==> src/rtl/cpu_pkg.sv <==
// rtl/cpu_pkg.sv - shared opcode, step and control-word definitions for the bus CPU
package cpu_pkg;

  typedef enum logic [3:0] {
    OP_NOP = 4'h0,
    OP_LDA = 4'h1,
    OP_ADD = 4'h2,
    OP_SUB = 4'h3,
    OP_STA = 4'h4,
    OP_LDI = 4'h5,
    OP_JMP = 4'h6,
    OP_JC  = 4'h7,
    OP_JZ  = 4'h8,
    OP_OUT = 4'hE,
    OP_HLT = 4'hF
  } opcode_t;

  typedef enum logic [2:0] {
    T0 = 3'd0,
    T1 = 3'd1,
    T2 = 3'd2,
    T3 = 3'd3,
    T4 = 3'd4
  } step_t;

  localparam step_t LAST_STEP_SHORT = T2;
  localparam step_t LAST_STEP_MEM   = T3;
  localparam step_t LAST_STEP_ALU   = T4;

  typedef struct packed {
    logic pc_out;
    logic ram_out;
    logic ir_out;
    logic a_out;
    logic alu_out;
    logic mar_in;
    logic ram_in;
    logic ir_in;
    logic a_in;
    logic b_in;
    logic out_in;
    logic pc_inc;
    logic pc_jump;
    logic alu_sub;
    logic flags_in;
  } ctrl_t;

  function automatic step_t last_step(input logic [3:0] op);
    case (op)
      OP_LDA, OP_STA: return LAST_STEP_MEM;
      OP_ADD, OP_SUB: return LAST_STEP_ALU;
      default:        return LAST_STEP_SHORT;
    endcase
  endfunction

endpackage

==> src/rtl/cpu_microcode.sv <==
// rtl/cpu_microcode.sv - combinational (step, opcode, flags) to control word decoder
module cpu_microcode
  import cpu_pkg::*;
(
  input  step_t       step,
  input  logic [3:0]  opcode,
  input  logic        carry,
  input  logic        zero,
  output ctrl_t       ctrl,
  output logic        last,
  output logic        halt
);

  always_comb begin
    ctrl = '0;
    case (step)
      T0: begin
        ctrl.pc_out = 1'b1;
        ctrl.mar_in = 1'b1;
      end
      T1: begin
        ctrl.ram_out = 1'b1;
        ctrl.ir_in   = 1'b1;
        ctrl.pc_inc  = 1'b1;
      end
      T2: begin
        case (opcode)
          OP_LDA, OP_ADD, OP_SUB, OP_STA: begin
            ctrl.ir_out = 1'b1;
            ctrl.mar_in = 1'b1;
          end
          OP_LDI: begin
            ctrl.ir_out = 1'b1;
            ctrl.a_in   = 1'b1;
          end
          OP_JMP: begin
            ctrl.ir_out  = 1'b1;
            ctrl.pc_jump = 1'b1;
          end
          OP_JC: begin
            ctrl.ir_out  = carry;
            ctrl.pc_jump = carry;
          end
          OP_JZ: begin
            ctrl.ir_out  = zero;
            ctrl.pc_jump = zero;
          end
          OP_OUT: begin
            ctrl.a_out  = 1'b1;
            ctrl.out_in = 1'b1;
          end
          default: ;
        endcase
      end
      T3: begin
        case (opcode)
          OP_LDA: begin
            ctrl.ram_out = 1'b1;
            ctrl.a_in    = 1'b1;
          end
          OP_ADD, OP_SUB: begin
            ctrl.ram_out = 1'b1;
            ctrl.b_in    = 1'b1;
          end
          OP_STA: begin
            ctrl.a_out  = 1'b1;
            ctrl.ram_in = 1'b1;
          end
          default: ;
        endcase
      end
      T4: begin
        if (opcode == OP_ADD || opcode == OP_SUB) begin
          ctrl.alu_out  = 1'b1;
          ctrl.a_in     = 1'b1;
          ctrl.flags_in = 1'b1;
          ctrl.alu_sub  = (opcode == OP_SUB);
        end
      end
      default: ;
    endcase
  end

  // '>=' also retires any step past the opcode's end, so the counter can never run away
  assign last = (step >= last_step(opcode));
  assign halt = last && (opcode == OP_HLT);

endmodule

==> src/rtl/cpu_controller.sv <==
// rtl/cpu_controller.sv - microsequencer: step counter, HALTED, flags, output gating (CPU_COND_JUMP_EN)
module cpu_controller
  import cpu_pkg::*;
(
  input  logic       clk,
  input  logic       rst,
  input  logic       run,
  input  logic [3:0] opcode,
  input  logic       alu_carry,
  input  logic       alu_zero,
  output logic       pc_out,
  output logic       ram_out,
  output logic       ir_out,
  output logic       a_out,
  output logic       alu_out,
  output logic       mar_in,
  output logic       ram_in,
  output logic       ir_in,
  output logic       a_in,
  output logic       b_in,
  output logic       out_in,
  output logic       pc_inc,
  output logic       pc_jump,
  output logic       alu_sub,
  output logic       flags_in,
  output logic       halted
);

`ifdef CPU_COND_JUMP_EN
  localparam logic FLAGS_EN = 1'b1;
`else
  localparam logic FLAGS_EN = 1'b0;
`endif

  step_t step, step_nxt;
  logic  halted_nxt;
  logic  carry_q, zero_q;
  logic  last, halt, active;
  ctrl_t ctrl, ctrl_g;

  cpu_microcode u_microcode (
    .step   (step),
    .opcode (opcode),
    .carry  (carry_q),
    .zero   (zero_q),
    .ctrl   (ctrl),
    .last   (last),
    .halt   (halt)
  );

  assign active = !rst && run && !halted;

  always_ff @(posedge clk or posedge rst) begin
    if (rst) begin
      step   <= T0;
      halted <= 1'b0;
    end else begin
      step   <= step_nxt;
      halted <= halted_nxt;
    end
  end

  always_comb begin
    step_nxt   = step;
    halted_nxt = halted;
    if (run && !halted) begin
      if (last) begin
        step_nxt   = T0;
        halted_nxt = halt;
      end else begin
        case (step)
          T0:      step_nxt = T1;
          T1:      step_nxt = T2;
          T2:      step_nxt = T3;
          T3:      step_nxt = T4;
          default: step_nxt = T0;
        endcase
      end
    end
  end

`ifdef CPU_COND_JUMP_EN
  always_ff @(posedge clk or posedge rst) begin
    if (rst) begin
      carry_q <= 1'b0;
      zero_q  <= 1'b0;
    end else if (active && ctrl.flags_in) begin
      carry_q <= alu_carry;
      zero_q  <= alu_zero;
    end
  end
`else
  // without the flag register JC/JZ always decode as not-taken
  logic unused_alu_flags;
  assign carry_q          = 1'b0;
  assign zero_q           = 1'b0;
  assign unused_alu_flags = alu_carry ^ alu_zero;
`endif

  assign ctrl_g = active ? ctrl : '0;

  assign pc_out   = ctrl_g.pc_out;
  assign ram_out  = ctrl_g.ram_out;
  assign ir_out   = ctrl_g.ir_out;
  assign a_out    = ctrl_g.a_out;
  assign alu_out  = ctrl_g.alu_out;
  assign mar_in   = ctrl_g.mar_in;
  assign ram_in   = ctrl_g.ram_in;
  assign ir_in    = ctrl_g.ir_in;
  assign a_in     = ctrl_g.a_in;
  assign b_in     = ctrl_g.b_in;
  assign out_in   = ctrl_g.out_in;
  assign pc_inc   = ctrl_g.pc_inc;
  assign pc_jump  = ctrl_g.pc_jump;
  assign alu_sub  = ctrl_g.alu_sub;
  assign flags_in = ctrl_g.flags_in & FLAGS_EN;

endmodule
==> config.mk <==
export PLATFORM = sky130hd
export DESIGN_NAME = cpu_controller
export DESIGN_NICKNAME = d
export VERILOG_FILES = /design/src/rtl/cpu_pkg.sv /design/src/rtl/cpu_microcode.sv /design/src/rtl/cpu_controller.sv
export SDC_FILE = /design/constraint.sdc
export NUM_CORES = 1
export LEC_CHECK = 0
export CAP_MARGIN = 20
export CORE_MARGIN = 2
export CORE_UTILIZATION = 34
export DETAILED_ROUTE_END_ITERATION = 12
export GPL_TIMING_DRIVEN = 0
export PLACE_DENSITY = 0.68
export SYNTH_ARGS = -nofsm -noshare
export SYNTH_HDL_FRONTEND = slang
export SYNTH_SLANG_ARGS = --single-unit
==> constraint.sdc <==
create_clock -name clk -period 1.6 [get_ports clk]
set_input_delay 0.32 -clock clk [delete_from_list [all_inputs] [get_ports clk]]
set_output_delay 0.32 -clock clk [all_outputs]
set_load 0.02 [all_outputs]
# == Word level (Yosys, flattened, before mapping) ==
# Cells that the tools add are included.
# totals
wordCells,57
regBits,4
in_bits,9
# op_classes
magnitude_cmp,1
reduce_logical,14
mux,28
n_eq_ne,12
# op_table
op,n
2-to-1 mux 1 bit,18
2-to-1 mux 15 bit,1
"equality test 4 x 3 -> 1 bit, second input constant",3
one-hot mux 3 bit (4 select lines),1
"equality test 4 x 2 -> 1 bit, second input constant",2
"equality test 4 bit, second input constant",2
"equality test 3 x 2 -> 1 bit, second input constant",2
one-hot mux 1 bit (2 select lines),3
one-hot mux 3 bit (2 select lines),1
OR reduction 6 bit,1
"equality test 4 x 1 -> 1 bit, second input constant",1
logical AND 1 bit,4
2-to-1 mux 2 bit,2
OR reduction 2 bit,2
OR reduction 4 bit,1
"equality test 3 x 1 -> 1 bit, second input constant",1
"equality test 3 bit, second input constant",1
>= comparator 3 bit,1
logical NOT 3 bit,1
2-to-1 mux 3 bit,1
one-hot mux 1 bit (3 select lines),1
OR reduction 3 bit,1
logical NOT 1 bit,2
AND reduction 2 bit,1
logical OR 1 bit,1

# == Longest topological paths before layout ==
# Gate-level depths: netlist of run 1.
# depth
word_depth,5
ltp_mapped,7
mapped_depth_nobuf,6

# == Hierarchy ==
# Synthesis of run 1 repeated with hierarchy kept, for this count alone.
# unflattened
hier_cells,85
hier_area_um2,721.9
# modules_own_cells
module,cells_per_inst,n_inst,area_per_inst_um2
cpu_microcode,53,1,380.4
cpu_controller,32,1,341.6

# == Worst setup path before layout of run 1 ==
# OpenSTA, ideal clock, no wires.
# synth_path
path_type,register to output
start,reg step[2]
end,out pc_inc
path_stages_with_launch,5
arrival_ns,1.377
slack_ns,-0.097
path_cell_list,dfrtp_1 nor3b_4 nand3b_2 nor2_1 buf_4
# synth_between
elab_chain_cells,3
# synth_lines
item,line_no,text
"start, declared",cpu_controller.sv:35,"step_t step, step_nxt;"
"start signal, assigned",cpu_controller.sv:58,step <= step_nxt;
equality test 3 x 1 -> 1 bit,cpu_microcode.sv:16,case (step)
2-to-1 mux 1 bit,cpu_microcode.sv:16,
2-to-1 mux 15 bit,cpu_controller.sv:100,assign ctrl_g = active ? ctrl : '0;
"end, declared",cpu_controller.sv:22,"output logic pc_inc,"
# No other way between the ends.

# == Worst setup path in the final report of run 1 ==
# Ends and elaborated chain as after synthesis.

==> results.cfg, run 1 <==
[placement]
port_buffers = 18
hpwl_um = 1075
globalplace.congestion = 0.7378
preCtsSetupSlack_ns = -0.9636

[grt]
grt_pass1_vias = 596
antenna_found_initial = 0
track_usage_pct = 16.48
grt_max_degree = 11
grt_overflow = 0
grt_pass1_wl_um = 2546

[final_layout]
seqCellArea_um2 = 103.9
multi_input_area_um2 = 558.0
drive_above_1_share_pct = 61.26
fin_nets = 124
antenna_cells = 0
fill_cells = 137
syn2layout_area_growth_pct = 78.50

[synthesis]
syn-num-nets = 86
synth_area_leader_cell = dfrtp_1
syn_area_um2 = 599.3
yosysWarnings = 0
synth-seq-cells = 4
synth_top_area_share_pct = 16.70
synthArstFlopShare_pct = 100.0
synth_commonest_cells = nor2_1 (8), nand2_1 (6), a21oi_1 (4), dfrtp_1 (4), inv_1 (4)
synth_top_flop_cell = dfrtp_1
synth_cell_type_count = 38
synth_area_per_cell_um2 = 8.099
synth_edf_count = 0
seq_area_frac_synth_pct = 16.70
synth_most_common_cell = nor2_1
synthTopCellsByArea = dfrtp_1 (17%), ha_1 (6.3%), nor3b_4 (6.3%), nor2_1 (5.0%), nor4b_2 (5.0%)
syn_inst = 74

[critical_path]
required_ns = 1.28
start_kind = flop
crit_fanout = 4
critical_path_arrival_ns = 1.58
rrSetupSlack_ns = 0.13
critPathKind = reg -> out
end_kind = output port

[clocking]
cts_buffers = 3
htreeDepth = 1
cts_tree = done
clock_path_buffers = 2
cts-root-buf = clkbuf_4
insertion_delay_ns = 0.24
clkSinkCount = 4
clk_pin_slew_worst_paths_ns = 0.05

[timing]
min_period_ns = 1.901
finalSetupViolations = 14
fin_tns_setup_ns = -2.817
rsz0062_at_grt = true
fin_crit_sh_pct = 118.8
finalClockSkew_ns = 0.01187
hold_violations = 0
setup_slack_ns = -0.3010
slew_viol_final = 0
fmax_mhz = 526.1

[detailed_routing]
viasPerCell = 5.328
wire_per_inst_um = 13.88
drtIter0Drc = 6
wirelength_um = 1776
antenna_left = 0
vias = 682
drtPass1Iterations = 4
drcViolationCount = 0

[pwr]
power_frac_comb_pct = 67.1
irDropWorstVdd_mv = 0.7253
powerDensity_mw_per_mm2 = 1089
p_sw_share_pct = 46.32
seqPwrFrac_pct = 20.8
p_clk_share_pct = 12.1
intPower_w = 0.0006251
p_sw_w = 0.0005395
power.leakage_nw = 0.4977

[floorplan]
row_count = 15
die_w_um = 45.99
ios = 25
core_mm2 = 0.001689
die_h_um = 45.99
die-area_mm2 = 0.002115
start_util_pct = 35.48

[status]
status = finished, violations left
violations = setup timing

[min_path]
hold_class = in -> async

[job]
drv_cap = 0
critical path: stages (launching register included):
cell and delay [ns]:
dfrtp_2 0.42, nor3b_4 0.19, buf_4 0.15, nand3b_4 0.10, buf_4 0.16, nor2_4 0.10, buf_4 0.13, buf_6 0.11
repair_timing:
action	CTS	global route
gates resized for setup	86	25
endpoints found under the hold margin	0	0
setup buffers	10	5
setup endpoints to repair	19	18
hold buffers	0	0
pin swaps	4	5
cells in the final DEF, fill, tap and decap left out, drive strengths merged:
master         count
and4               2
buf               35
o2111ai            1
conb               1
inv                3
or2b               1
o211ai             2
xnor2              1
nor4b              2
nor2               8
clkbuf             5
nand3              2
nor3               3
xor2               1
nor4               2
a22oi              1
ha                 3
a21o               1
nor2b              1
clkinvlp           1
and4bb             1
a31o               1
or3                1
dfrtp              4
and2               1
nor3b              3
nand4              1
nand2              7
nand4b             1
a21oi              4
dlygate4sd2        2
dlymetal6s2s       1
clkdlybuf4s15      1
o21ai              4
nand3b             3
metrics by stage:
step           std cells  power (W)  hold slack (ns)  utilization [%]  area [um^2]
2_1_floorplan         74  0.0006031          0.09140                -        621.8
3_3_place_gp         109  0.0007518           0.5474            48.74        823.3
3_5_place_dp         109  0.0007596           0.5477            48.74        823.3
4_1_cts              123   0.001022           0.1859            54.89        927.1
5_1_grt              128   0.001253           0.2032            63.33         1070
6_report             128   0.001165           0.1863            63.33         1070
flip-flops by register name, indices dropped and copies added (netlist names):
register / count
halted: 1
step: 3
layer usage:
metal / track usage [%] / routed length [um] / share of wire [%]
met2: 29.17 / 990 / 56
met5: 0 / 0 / 0
met1: 20.14 / 716 / 40
met4: 5.143 / 0 / 0
met3: 2.381 / 69 / 3.9
layout make-up:
cell class,count,area share [%]
plain buffers,7,5.731
clock buffers,4,2.456
inverters,4,1.754
multi-input cells,59,52.16
flip-flops and latches,4,9.708
well taps,17,1.988
repair buffers,33,26.20
worst paths after layout:
kind / startpoint / end / depth (start not counted)
setup / recovery: step[2] / pc_inc / 7
hold / removal: rst / halted / 2
setup reg to reg: step[0] / step[1] / 7
hold reg to reg: halted / halted / 2
max in group asynchronous: rst / step[2] / 2
min in group clk: opcode[2] / halted / 4
logic make-up (layout without fill, tap and decap cells):
kind of cell | Yosys count | in the layout | synth area share [%]
other cells | 1 | 1 | 0.6257
xor+xnor | 2 | 2 | 2.923
simple gates | 39 | 39 | 47.39
fa+ha+maj | 3 | 3 | 6.264
compound gates | 14 | 14 | 14.61
buf+inv | 11 | 48 | 11.48
flops | 4 | 4 | 16.70
power by group through the flow:
stage               Sequential, W  Combinational [W]  Clock, W
detailed placement       0.000242           0.000518         0
floorplan                0.000233           0.000370         0
global placement         0.000241           0.000510         0
finish                   0.000242           0.000781  0.000141
CTS                      0.000229           0.000649  0.000145
global route             0.000250           0.000846  0.000156
No activity file was read; power rests on OpenSTA's default activity.
==> inputs of run 2 (changes only) <==
Settings changed: CTS_BUF_LIST set to sky130_fd_sc_hd__clkbuf_8.
==> run 2 against run 1 <==
- the run still ends with setup timing left
- combinational power is 0.5% higher
- count of clock-buffer cells in the layout is 1 lower
- clock skew is 0.0055 ns lower
- largest cell class unchanged
- via count is 1.5% higher
- setup slack better by 0.022 ns
- critical path type is now in -> out
==> results.cfg, run 2 (synthesis results as in run 1) <==
[status]
status = finished, violations left
violations = setup timing

[timing]
min_period_ns = 1.879
slew_viol_final = 0
rsz0062_at_grt = true
finalClockSkew_ns = 0.006325
fmax_mhz = 532.1
setup_slack_ns = -0.2792
fin_tns_setup_ns = -2.512
hold_violations = 0
fin_crit_sh_pct = 117.4
finalSetupViolations = 14

[placement]
hpwl_um = 1075
globalplace.congestion = 0.7378
place_inst = 109
placed_cell_area_um2 = 823.3
preCtsSetupSlack_ns = -0.9636
port_buffers = 18

[grt]
grt.busiest_layer = met2
grt_pass1_vias = 599
gr-usage-met2_pct = 29.17
grt_max_degree = 11
grt_pass1_wl_um = 2546
track_usage_pct = 16.16
grt_overflow = 0
met3_usage_pct = 1.190
grtUsageMet1_pct = 20.62
antenna_found_initial = 0

[final_layout]
mostFrequentLayoutCell = buf_4
drive_above_1_share_pct = 62.16
finalInstanceArea_mm2 = 0.001084
largest_reg_flops = 3
fill_cells = 135
syn2layout_area_growth_pct = 80.79
regMostFlops = step
layout_common_cells = buf_4 (26), buf_6 (9), nor2_1 (7), nand2_1 (5)
antenna_cells = 0
fin_nets = 124
largestRegisters = step (3), halted (1)
fin_cells = 128

[critical_path]
crit_fanout = 6
rrSetupSlack_ns = 0.13
required_ns = 1.28
timing.rr.start = step[0]
start_kind = input pin
critPathKind = in -> out
end_kind = output port
rr_endpoint = step[1]
critical_path_arrival_ns = 1.56
reg2reg_depth = 7

[clocking]
cts-root-buf = clkbuf_8
cts_buffers = 3
insertion_delay_ns = 0.22
htreeDepth = 1
clk_pin_slew_worst_paths_ns = 0.04
clock_path_buffers = 2
cts_tree = done
ctsHoldBuffers = 0
clkSinkCount = 4

[min_path]
hold_class = in -> async

[pwr]
powerDensity_mw_per_mm2 = 1145
irDropWorstVdd_mv = 0.7835
p_sw_w = 0.0005435
p_clk_share_pct = 17.4
intPower_w = 0.0006977
seqPwrFrac_pct = 19.4
power.leakage_nw = 0.4980
power_frac_comb_pct = 63.2
p_sw_share_pct = 43.79

[floorplan]
core_mm2 = 0.001689
die-area_mm2 = 0.002115
die_w_um = 45.99
row_count = 15
die_h_um = 45.99
start_util_pct = 35.48
ios = 25

[detailed_routing]
drcViolationCount = 0
drtIter0Drc = 6
vias = 692
wire_per_inst_um = 13.97
antenna_left = 0
viasPerCell = 5.406
drtPass1Iterations = 4
wirelength_um = 1788

[job]
drv_cap = 0
run 2: layout make-up:
cell class                 count  area [um^2]  area share (%)
tap                           17        21.27           1.963
clock buffer                   3        41.29           3.811
sequential                     4        103.9           9.584
timing repair buffer          33        275.3           25.40
buffer                         7        61.31           5.658
clock inverter                 1        3.754          0.3464
multi-input combinational     59        558.0           51.50
inverter                       4        18.77           1.732
run 2: worst max-delay path, cell delays in order:
cell             delay, ns
clkdlybuf4s15_1       0.27
nor3b_4               0.23
buf_4                 0.15
nand3b_4              0.10
buf_4                 0.16
nor2_4                0.09
buf_4                 0.12
buf_6                 0.11
run 2: power by group through the flow:
stage	clock network [W]	logic, W	registers [W]
floorplan	0	0.000370	0.000233
global placement	0	0.000510	0.000241
detailed placement	0	0.000518	0.000242
finish	0.000216	0.000785	0.000240
global route	0.000233	0.000852	0.000250
CTS	0.000219	0.000649	0.000229
run 2: routing by layer:
metal  wire [um]  part of all wire (%)  up-vias
met2        1005                    56        8
met4           0                     0        0
met1         747                    42      343
met3          34                   1.9        0
li1            -                     -      341
met5           0                     0        -
run 2: per-stage QoR:
step | hold WS [ns] | power, W | util, %
2_1_floorplan | 0.09140 | 0.0006031 | -
3_3_place_gp | 0.5474 | 0.0007518 | 48.74
3_5_place_dp | 0.5477 | 0.0007596 | 48.74
4_1_cts | 0.2166 | 0.001097 | 56.07
5_1_grt | 0.2380 | 0.001335 | 64.15
6_report | 0.2069 | 0.001241 | 64.15
run 2: how the worst max path moves through the flow:
stage | from | to | slack [ns] | cells past startpoint
global placement | run | ram_in | -0.96 | 5
detailed placement | run | ram_in | -0.96 | 5
floorplan | step[2] | out_in | -0.04 | 3
CTS | step[2] | ram_in | -0.26 | 5
finish | run | pc_inc | -0.28 | 8
global route | rst | a_out | -0.34 | 7
run 2: what timing repair did:
action | CTS | global route
endpoints found under the setup margin | 18 | 17
gates resized for setup | 87 | 26
pin swaps | 4 | 6
buffers inserted | 10 | 5
